$ cat src/rtl/reset_sequencer_if.sv
// -----------------------------------------------------------------------------
// reset_sequencer_if
// Bundles the control/status signals of the central reset sequencer.
//   i_soft_reset_req : one-cycle pulse restarting the whole sequence
//   i_pll_locked     : raw PLL lock, asynchronous to the sequencer clock
//   o_pll_reset      : PLL reset, active high
//   o_domain_reset_n : per-domain reset request, active low
//   o_ready          : all domains released and lock stable
//   o_fault          : retry budget exhausted
//   o_state          : current state code
//   o_retry_count    : failed attempts since last RUN / soft reset
// master = the sequencer, slave = the surrounding SoC / LED logic.
// N_DOMAINS must match the N_DOMAINS of the attached sequencer.
// -----------------------------------------------------------------------------
interface reset_sequencer_if #(
    parameter int N_DOMAINS = 3
);
    logic                 i_soft_reset_req;
    logic                 i_pll_locked;
    logic                 o_pll_reset;
    logic [N_DOMAINS-1:0] o_domain_reset_n;
    logic                 o_ready;
    logic                 o_fault;
    logic [2:0]           o_state;
    logic [7:0]           o_retry_count;

    modport master (
        input  i_soft_reset_req, i_pll_locked,
        output o_pll_reset, o_domain_reset_n, o_ready, o_fault, o_state, o_retry_count
    );

    modport slave (
        output i_soft_reset_req, i_pll_locked,
        input  o_pll_reset, o_domain_reset_n, o_ready, o_fault, o_state, o_retry_count
    );
endinterface

$ cat src/rtl/reset_sequencer.sv
// -----------------------------------------------------------------------------
// reset_sequencer
// Central reset controller on the free-running quartz clock. Pulses the PLL
// reset, qualifies lock (timeout + stability window), then releases the
// per-domain reset requests in index order with a fixed gap. Any lock loss
// counts as a failed attempt and restarts the sequence; after MAX_RETRIES
// consecutive failures it parks in FAULT until a soft or hard reset.
// Ports:
//   i_clk     : quartz clock
//   i_reset_n : asynchronous active-low reset
//   bus       : reset_sequencer_if.master (soft reset, lock in; status out)
// -----------------------------------------------------------------------------
module reset_sequencer #(
    parameter int N_DOMAINS           = 3,
    parameter int PLL_RESET_CYCLES    = 16,
    parameter int LOCK_TIMEOUT_CYCLES = 25_000_000,
    parameter int LOCK_STABLE_CYCLES  = 1024,
    parameter int DOMAIN_GAP_CYCLES   = 8,
    parameter int MAX_RETRIES         = 3
) (
    input  logic              i_clk,
    input  logic              i_reset_n,
    reset_sequencer_if.master bus
);
    localparam logic [2:0] S_PLL_RST   = 3'd0;
    localparam logic [2:0] S_WAIT_LOCK = 3'd1;
    localparam logic [2:0] S_STABLE    = 3'd2;
    localparam logic [2:0] S_RELEASE   = 3'd3;
    localparam logic [2:0] S_RUN       = 3'd4;
    localparam logic [2:0] S_FAULT     = 3'd5;

    localparam int PLL_W = (PLL_RESET_CYCLES    > 1) ? $clog2(PLL_RESET_CYCLES)    : 1;
    localparam int TO_W  = (LOCK_TIMEOUT_CYCLES > 1) ? $clog2(LOCK_TIMEOUT_CYCLES) : 1;
    localparam int STB_W = (LOCK_STABLE_CYCLES  > 1) ? $clog2(LOCK_STABLE_CYCLES)  : 1;
    localparam int GAP_W = (DOMAIN_GAP_CYCLES   > 1) ? $clog2(DOMAIN_GAP_CYCLES)   : 1;
    localparam int IDX_W = $clog2(N_DOMAINS + 1);

    localparam logic [PLL_W-1:0] PLL_LAST = PLL_W'(PLL_RESET_CYCLES - 1);
    localparam logic [TO_W-1:0]  TO_LAST  = TO_W'(LOCK_TIMEOUT_CYCLES - 1);
    localparam logic [STB_W-1:0] STB_LAST = STB_W'(LOCK_STABLE_CYCLES - 1);
    localparam logic [GAP_W-1:0] GAP_LAST = GAP_W'(DOMAIN_GAP_CYCLES - 1);
    localparam logic [IDX_W-1:0] IDX_DONE = IDX_W'(N_DOMAINS);
    localparam logic [7:0]       MAX_R    = 8'(MAX_RETRIES);
    localparam bit               FOREVER  = (MAX_RETRIES == 0);

    logic                 lock_p0_q, lock_p1_q;
    logic [2:0]           state_q, state_d;
    logic [PLL_W-1:0]     pll_cnt_q, pll_cnt_d;
    logic [TO_W-1:0]      to_cnt_q, to_cnt_d;
    logic [STB_W-1:0]     stb_cnt_q, stb_cnt_d;
    logic [GAP_W-1:0]     gap_cnt_q, gap_cnt_d;
    logic [IDX_W-1:0]     idx_q, idx_d;
    logic [N_DOMAINS-1:0] dom_q, dom_d;
    logic                 pll_rst_q, pll_rst_d;
    logic                 ready_q, ready_d;
    logic                 fault_q, fault_d;
    logic [7:0]           retry_q, retry_d;
    logic [7:0]           retry_inc;
    logic                 fail;
    logic                 lock_s;

    assign lock_s = lock_p1_q;

    // Counters default to zero, so every counter is already clear when its
    // state is entered; only the owning state holds or advances it.
    always_comb begin
        state_d   = state_q;
        pll_cnt_d = '0;
        to_cnt_d  = '0;
        stb_cnt_d = '0;
        gap_cnt_d = '0;
        idx_d     = '0;
        dom_d     = dom_q;
        pll_rst_d = pll_rst_q;
        ready_d   = ready_q;
        fault_d   = fault_q;
        retry_d   = retry_q;
        fail      = 1'b0;
        retry_inc = (retry_q == 8'hFF) ? retry_q : retry_q + 8'd1;

        case (state_q)
            S_PLL_RST: begin
                if (pll_cnt_q == PLL_LAST) begin
                    state_d   = S_WAIT_LOCK;
                    pll_rst_d = 1'b0;
                end else begin
                    pll_cnt_d = pll_cnt_q + 1'b1;
                end
            end
            S_WAIT_LOCK: begin
                if (lock_s)                   state_d  = S_STABLE;
                else if (to_cnt_q == TO_LAST) fail     = 1'b1;
                else                          to_cnt_d = to_cnt_q + 1'b1;
            end
            S_STABLE: begin
                if (!lock_s)                    fail      = 1'b1;
                else if (stb_cnt_q == STB_LAST) state_d   = S_RELEASE;
                else                            stb_cnt_d = stb_cnt_q + 1'b1;
            end
            S_RELEASE: begin
                // Lock loss wins over a release due this cycle, so no domain
                // is ever released while lock_s is low.
                if (!lock_s) begin
                    fail = 1'b1;
                end else if (idx_q == IDX_DONE) begin
                    state_d = S_RUN;
                    ready_d = 1'b1;
                    retry_d = 8'd0;
                end else if (gap_cnt_q == GAP_LAST) begin
                    for (int i = 0; i < N_DOMAINS; i++)
                        if (idx_q == IDX_W'(i)) dom_d[i] = 1'b1;
                    idx_d = idx_q + 1'b1;
                end else begin
                    idx_d     = idx_q;
                    gap_cnt_d = gap_cnt_q + 1'b1;
                end
            end
            S_RUN: begin
                ready_d = 1'b1;
                retry_d = 8'd0;
                if (!lock_s) fail = 1'b1;
            end
            S_FAULT: begin
                pll_rst_d = 1'b1;
                dom_d     = '0;
                fault_d   = 1'b1;
            end
            default: begin
                state_d   = S_PLL_RST;
                pll_rst_d = 1'b1;
                dom_d     = '0;
                ready_d   = 1'b0;
            end
        endcase

        if (fail) begin
            dom_d     = '0;
            ready_d   = 1'b0;
            pll_rst_d = 1'b1;
            retry_d   = retry_inc;
            if (!FOREVER && retry_inc == MAX_R) begin
                state_d = S_FAULT;
                fault_d = 1'b1;
            end else begin
                state_d = S_PLL_RST;
            end
        end

        if (bus.i_soft_reset_req) begin
            state_d   = S_PLL_RST;
            pll_cnt_d = '0;
            to_cnt_d  = '0;
            stb_cnt_d = '0;
            gap_cnt_d = '0;
            idx_d     = '0;
            dom_d     = '0;
            pll_rst_d = 1'b1;
            ready_d   = 1'b0;
            fault_d   = 1'b0;
            retry_d   = 8'd0;
        end
    end

    always_ff @(posedge i_clk or negedge i_reset_n) begin
        if (!i_reset_n) begin
            lock_p0_q <= 1'b0;
            lock_p1_q <= 1'b0;
            state_q   <= S_PLL_RST;
            pll_cnt_q <= '0;
            to_cnt_q  <= '0;
            stb_cnt_q <= '0;
            gap_cnt_q <= '0;
            idx_q     <= '0;
            dom_q     <= '0;
            pll_rst_q <= 1'b1;
            ready_q   <= 1'b0;
            fault_q   <= 1'b0;
            retry_q   <= 8'd0;
        end else begin
            // two-flop synchronizer for the asynchronous lock input
            lock_p0_q <= bus.i_pll_locked;
            lock_p1_q <= lock_p0_q;
            state_q   <= state_d;
            pll_cnt_q <= pll_cnt_d;
            to_cnt_q  <= to_cnt_d;
            stb_cnt_q <= stb_cnt_d;
            gap_cnt_q <= gap_cnt_d;
            idx_q     <= idx_d;
            dom_q     <= dom_d;
            pll_rst_q <= pll_rst_d;
            ready_q   <= ready_d;
            fault_q   <= fault_d;
            retry_q   <= retry_d;
        end
    end

    assign bus.o_pll_reset      = pll_rst_q;
    assign bus.o_domain_reset_n = dom_q;
    assign bus.o_ready          = ready_q;
    assign bus.o_fault          = fault_q;
    assign bus.o_state          = state_q;
    assign bus.o_retry_count    = retry_q;
endmodule

$ cat src/flat_wrapper.sv
// flat-port wrapper written by rule: the top's interface ports become plain ports
module reset_sequencer_flat 
#(
    parameter int N_DOMAINS           = 3,
    parameter int PLL_RESET_CYCLES    = 16,
    parameter int LOCK_TIMEOUT_CYCLES = 25_000_000,
    parameter int LOCK_STABLE_CYCLES  = 1024,
    parameter int DOMAIN_GAP_CYCLES   = 8,
    parameter int MAX_RETRIES         = 3
)
  (i_clk, i_reset_n, bus_i_soft_reset_req, bus_i_pll_locked, bus_o_pll_reset, bus_o_domain_reset_n, bus_o_ready, bus_o_fault, bus_o_state, bus_o_retry_count);
  reset_sequencer_if #(.N_DOMAINS(N_DOMAINS)) bus_i ();
  input  logic i_clk;
  input  logic i_reset_n;
  input wire logic [$bits(bus_i.i_soft_reset_req)-1:0] bus_i_soft_reset_req;
  input wire logic [$bits(bus_i.i_pll_locked)-1:0] bus_i_pll_locked;
  output wire logic [$bits(bus_i.o_pll_reset)-1:0] bus_o_pll_reset;
  output wire logic [$bits(bus_i.o_domain_reset_n)-1:0] bus_o_domain_reset_n;
  output wire logic [$bits(bus_i.o_ready)-1:0] bus_o_ready;
  output wire logic [$bits(bus_i.o_fault)-1:0] bus_o_fault;
  output wire logic [$bits(bus_i.o_state)-1:0] bus_o_state;
  output wire logic [$bits(bus_i.o_retry_count)-1:0] bus_o_retry_count;
  assign bus_i.i_soft_reset_req = bus_i_soft_reset_req;
  assign bus_i.i_pll_locked = bus_i_pll_locked;
  assign bus_o_pll_reset = bus_i.o_pll_reset;
  assign bus_o_domain_reset_n = bus_i.o_domain_reset_n;
  assign bus_o_ready = bus_i.o_ready;
  assign bus_o_fault = bus_i.o_fault;
  assign bus_o_state = bus_i.o_state;
  assign bus_o_retry_count = bus_i.o_retry_count;
  reset_sequencer #(.N_DOMAINS(N_DOMAINS), .PLL_RESET_CYCLES(PLL_RESET_CYCLES), .LOCK_TIMEOUT_CYCLES(LOCK_TIMEOUT_CYCLES), .LOCK_STABLE_CYCLES(LOCK_STABLE_CYCLES), .DOMAIN_GAP_CYCLES(DOMAIN_GAP_CYCLES), .MAX_RETRIES(MAX_RETRIES)) u_core (.i_clk(i_clk), .i_reset_n(i_reset_n), .bus(bus_i));
endmodule
$ cat config.mk
export PLATFORM = sky130hd
export DESIGN_NAME = reset_sequencer_flat
export DESIGN_NICKNAME = d
export VERILOG_FILES = /design/src/rtl/reset_sequencer_if.sv /design/src/rtl/reset_sequencer.sv /design/src/flat_wrapper.sv
export SDC_FILE = /design/constraint.sdc
export NUM_CORES = 1
export LEC_CHECK = 0
export ABC_AREA = 1
export ABC_CLOCK_PERIOD_IN_PS = 1800
export CAP_MARGIN = 25
export CELL_PAD_IN_SITES_DETAIL_PLACEMENT = 2
export CELL_PAD_IN_SITES_GLOBAL_PLACEMENT = 2
export CORE_MARGIN = 2
export CORE_UTILIZATION = 36
export DETAILED_ROUTE_END_ITERATION = 10
export PLACE_DENSITY_LB_ADDON = 0.3
export SKIP_LAST_GASP = 1
export SLEW_MARGIN = 20
export SYNTH_ARGS = -nofsm -noshare
export SYNTH_HDL_FRONTEND = slang
export SYNTH_SLANG_ARGS = --single-unit
$ cat constraint.sdc
create_clock -name i_clk -period 1.8 [get_ports i_clk]
set_clock_uncertainty 0.05 [all_clocks]
set_input_delay 0.18 -clock i_clk [delete_from_list [all_inputs] [get_ports i_clk]]
set_output_delay 0.18 -clock i_clk [all_outputs]
set_load 0.02 [all_outputs]
[Word level (Yosys, flattened, before mapping)]
Cells that the tools add are included.
Widths: inputs -> output; s select.
Operators by class
  add/sub/neg operators: 6
  equal/unequal tests: 30
  multiplexer cells: 63
  reduce and logical (&&, ||, !) cells: 15
Operators with widths (number)
  $mux 25: 4
  $mux 3: 19
  $mux 10: 4
  $mux 8: 5
  $ne 4x2->1 const B: 10
  $add 25x1->25 const B: 1
  $eq 25x25->1 const B: 1
  $mux 1: 17
  $pmux 8 s2: 1
  $pmux 3 s5: 1
  $reduce_and 5->1: 3
  $mux 4: 3
  $ne 3x1->1 const B: 4
  $reduce_or 4->1: 3
  $add 10x1->10 const B: 1
  $eq 10x10->1 const B: 1
  $mux 2: 5
  $eq 3x3->1 const B: 3
  $add 8x1->8 const B: 1
  $eq 8x2->1 const B: 1
  $eq 8x8->1 const B: 1
  $reduce_and 7->1: 1
  $eq 3x2->1 const B: 2
  $pmux 3 s2: 1
  18 further kinds: 21
Storage, ports and cells
  bits in registers: 63
  input bits: 4
  word-level logic and storage cells: 129

[Longest topological paths before layout]
  depth after elaboration: 8
  gate-level depth with buffers: 13
  mapped depth without buffers: 13

[Worst setup path after synthesis]
No wires, ideal clock.
  kind: flip-flop to flip-flop
  from: register u_core.retry_q[0] (netlist: u_core.bus.o_retry_count[0])
  to: register u_core.state_q[0] (netlist: u_core.bus.o_state[0])
  setup time: 65 ps
  arrival time: 1636 ps
  slack: 48 ps
  cell stages (with the launch flop): 14
  buffers on the path: 0
  clock period less this slack: 1752 ps
  cells stage by stage: dfrtp_1 -> ha_1 -> nand2_2 -> nor2_4 -> nand2_2 -> inv_2 -> nand2_1 -> nand2_1 -> nand2_1 -> inv_1 -> nand2_1 -> o21ai_1 -> nand2_1 -> nand2_1
On the way
  cells in the longest elaborated chain, start to end: 6
  elaborated cells between the ends (all ways): 7
  those cells by class: add/sub (1); eq/ne (2); mux (4)
RTL lines
  start, declared: RTL line reset_sequencer.sv:57  | logic [7:0] retry_q, retry_d;
  start signal, assigned: RTL line reset_sequencer.sv:193  | retry_q <= retry_d;
  $add 8x1->8 / $eq 8x8->1 (equally long branches): RTL line reset_sequencer.sv:79  | retry_inc = (retry_q == 8'hFF) ? retry_q : retry_q + 8'd1;
  $mux 8 (*): RTL line reset_sequencer.sv:79
  $eq 8x2->1 (*): RTL line reset_sequencer.sv:141  | if (!FOREVER && retry_inc == MAX_R) begin
  $mux 3 (*): RTL line reset_sequencer.sv:141
  $mux 3 (*): RTL line reset_sequencer.sv:136  | if (fail) begin
  $mux 3 (*): RTL line reset_sequencer.sv:149  | if (bus.i_soft_reset_req) begin
  end signal, assigned: RTL line reset_sequencer.sv:183  | state_q <= state_d;
  end, declared: RTL line reset_sequencer.sv:47  | logic [2:0] state_q, state_d;
Every way passes the cells marked *; elsewhere a longest branch is shown, timed or not.
A chain may end at the register's enable or synchronous reset.

[Worst setup path in the final report]
  from: register u_core.to_cnt_q[1]
  to: register u_core.retry_q[4] (netlist: u_core.bus.o_retry_count[4])
On the way
  cells in the longest elaborated chain, start to end: 6
  elaborated cells between the ends (all ways): 10
  those cells by class: eq/ne (3); mux (5); reduce/logical (2)
RTL lines
  start, declared: RTL line reset_sequencer.sv:49  | logic [TO_W-1:0] to_cnt_q, to_cnt_d;
  start signal, assigned: RTL line reset_sequencer.sv:185  | to_cnt_q <= to_cnt_d;
  $eq 25x25->1 (*): RTL line reset_sequencer.sv:92  | else if (to_cnt_q == TO_LAST) fail = 1'b1;
  $mux 1 (*): RTL line reset_sequencer.sv:92
  $mux 1 (*): RTL line reset_sequencer.sv:91  | if (lock_s) state_d = S_STABLE;
  $pmux 1 s2 (*): RTL line reset_sequencer.sv:81  | case (state_q)
  $ne 4x2->1 (no line), or another cell as far along
  $reduce_and 3->1 (no line) / $mux 8 (equally long branches)
Marks and branches as above.

==> metrics <==
Die Span Y roughly 100 µm; LEAKAGE between 2 and 2.5 nW; Final Cycle Share 1.07; FF-to-FF Start u_core.to_cnt_q[1]; Final GP Congestion a little under 0.8; area leader, netlist dfrtp_1; Worst Setup Start Kind register; CTS tree done; YS warnings 0; IO Port Bufs 20; Post-DRT Antenna Nets 0; Fmax 521 MHz; FF-to-FF setup slack -0.12 ns; R2R depth 11; final slew viol count 0; io pins 21; count leader, synth nand2_1; CP Cell Sequence ha_2 -> nand2_2 -> nor2_4 -> nand2_1 -> nor2_2 -> nand4_4 -> nand2_4 -> inv_8 -> nor2_8 -> inv_6 -> o21ai_2; async set or reset register ratio after synthesis 1.00; sequential fraction of the synthesis area 0.433; worst path bufs/invs 2; fin cells ~670; 1st-iter DRT viols 108; Post-synth EDFFs 0; DRC errors left 0; relative slew slack 0.722; Starting Density 0.371; Post-DP HPWL approximately 8.2 mm; Hold Path Origin bus_i_pll_locked; die area approximately 11000 µm²; TritonRoute pass-1 iters 4; failing checks negative setup slack; Routed WL per cell between 15 and 20 µm; CTS max path bufs 2; # H-tree levels 3; final wirelength approximately 13 mm; Crit Path Max Fanout 5; FILL cells approximately 1100; layout cells sized above 1 0.288; status finished, violations left; Synth Instances 460; critical path class register to register; Hold Vio Cnt, Final 0; vias in the first global route ~4000; Setup WS post-layout -0.119 ns; Max rail drop VDD 0.544 mV; # clock sinks 63; Least-Margin Pin Slew around 0.41 ns; worst skew pair latency 0.37 ns; synthesized flop and latch total 63; Crit. End Element register; WP data required around 2.1 ns; first-pass GRT wire length between 20 and 25 mm; area grow syn2layout 29.6%; worst path arrival time roughly 2.2 ns; worst r2r dst u_core.bus.o_retry_count[4]; Die Width approximately 100 µm; synth top area cells dfrtp_1 (43%), nand2_1 (11%), nor2_1 (7.5%); CP max stage delay around 0.37 ns; syn_nets ~470; via count approximately 3500; WHS Path Cells 1; Top FF cell, synth dfrtp_1; dpl cells about 640; Crit path max-delay family simple AND/OR/NAND/NOR gates; GRT Total Usage 0.242; Syn Std Cell Area between 3000 and 4000 µm²; # Max-Cap Violations 0; CTS Buf Count 9; syn_area_per_cell between 7 and 8 µm²; final core occ 0.481; area share of the largest cell type after synthesis 0.426; commonest cells in the netlist nand2_1 (103), nor2_1 (73), dfrtp_1 (62); hold endpoint u_core.lock_p0_q; Fin Hold WS approximately 0.20 ns; Root Buffer clkbuf_8; min-delay worst type input port to register; Rows 36; CP max stage cell dfrtp_1; RSZ-0062 raised after global routing true; Tmin final about 1.9 ns; initial antenna violation count 0; Ant. Diodes 0; Via-to-Cell Ratio around 5.1; final net count 548; power per cell area about 930 nW/µm²; largest net degree at the start of global routing 50; Core ar. about 9800 µm²; GR Overflow Total 0; Netlist cell types just over 40; clock-pin slew on the worst setup and hold paths around 0.090 ns; Setup violations, final 22
-- cell type report --
class                           count  area [µm²]  area share
Timing Repair Buffer               69         596       0.126
Multi-Input combinational cell    338        1960       0.415
Tap cell                          133         166      0.0352
Clock inverter                      5        57.6      0.0122
Sequential cell                    63        1580       0.335
Clock buffer                       11         141      0.0299
Inverter                           53         219      0.0464
-- metal layers --
| metal | global-route usage | routed length, µm | up-vias |
|---|---|---|---|
| met2 | 0.451 | 7240 | 55 |
| met4 | 0.0838 | 326 | 0 |
| li1 | - | - | 1611 |
| met1 | 0.277 | 5440 | 1763 |
| met5 | 0 | 0 | - |
| met3 | 0.0430 | 290 | 22 |
-- registers in the layout (all words and copies together) (netlist names) --
| signal | count |
|---|---|
| u_core.bus.o_domain_reset_n | 3 |
| u_core.bus.o_fault | 1 |
| u_core.bus.o_pll_reset | 1 |
| u_core.bus.o_ready | 1 |
| u_core.bus.o_retry_count | 8 |
| u_core.bus.o_state | 3 |
| u_core.gap_cnt_q | 3 |
| u_core.idx_q | 2 |
| u_core.lock_p0_q | 1 |
| u_core.lock_p1_q | 1 |
| u_core.pll_cnt_q | 4 |
| u_core.stb_cnt_q | 10 |
| u_core.to_cnt_q | 25 |
-- cells in the final DEF (no fill, tap or decap), drive strengths merged --
| master | Yosys | layout |
|---|---|---|
| clkbuf | 0 | 12 |
| clkdlybuf4s50 | 0 | 14 |
| dlygate4sd3 | 0 | 1 |
| or2 | 2 | 2 |
| o31ai | 1 | 1 |
| nor3b | 4 | 4 |
| clkinvlp | 0 | 3 |
| nand3 | 25 | 25 |
| dfrtp | 62 | 62 |
| dlymetal6s2s | 0 | 4 |
| xor2 | 8 | 8 |
| nand4 | 8 | 8 |
| nor2 | 94 | 94 |
| buf | 6 | 48 |
| dfstp | 1 | 1 |
| o211a | 2 | 2 |
| nand2 | 117 | 117 |
| a21o | 1 | 1 |
| nand3b | 1 | 1 |
| a21oi | 14 | 14 |
| o21ai | 27 | 27 |
| o21a | 2 | 2 |
| xnor2 | 2 | 2 |
| a31oi | 2 | 2 |
| ha | 10 | 10 |
| a211oi | 1 | 1 |
| nor3 | 16 | 16 |
| bufinv | 0 | 1 |
| dlygate4sd2 | 0 | 1 |
| and3 | 1 | 1 |
| inv | 52 | 52 |
| clkinv | 1 | 2 |
-- where the power goes --
| part | switching, mW | internal [mW] |
|---|---|---|
| Clock | 0.635 | 0.675 |
| Combinational | 0.891 | 0.539 |
| Sequential | 0.133 | 1.52 |
-- worst max-delay path by stage --
stage          cells past startpoint                          end                         from  slack [ns]
3_5_place_dp                      13        u_core.bus.o_state[0]  u_core.bus.o_retry_count[1]        -0.1
6_report                          11  u_core.bus.o_retry_count[4]           u_core.to_cnt_q[1]       -0.12
5_1_grt                           12        u_core.bus.o_state[2]           u_core.to_cnt_q[1]       -0.23
2_1_floorplan                     13        u_core.bus.o_state[0]  u_core.bus.o_retry_count[0]        0.05
3_3_place_gp                       9           u_core.bus.o_ready         bus_i_soft_reset_req       0.006
4_1_cts                           11          u_core.to_cnt_q[24]           u_core.to_cnt_q[1]       -0.03
-- kinds of logic after synthesis --
group | count (synthesis) | share of synthesized area
compound gates | 50 | 0.0817
xor+xnor | 10 | 0.0240
fa+ha+maj | 10 | 0.0343
buf+inv | 59 | 0.0659
flops | 63 | 0.433
simple gates | 268 | 0.361
-- what timing repair did --
action                                  4_1_cts  5_1_grt
buffers inserted                              9        6
endpoints found under the hold margin        14        0
resized for setup                            22       31
pin swaps                                     6       20
hold buffers                                  1        0
endpoints found under the setup margin       31       50
-- through the flow --
stage,area (µm²),worst slack [ns],setup TNS [ns],total power [mW]
2_1_floorplan,3640,0.0482,0,2.37
3_3_place_gp,4240,0.00579,0,2.79
3_5_place_dp,4240,-0.0991,-0.786,2.88
4_1_cts,4580,-0.0250,-0.140,4.24
5_1_grt,4720,-0.231,-6.03,4.60
6_report,4720,-0.119,-1.45,4.40
(Power assumes the default switching activity.)
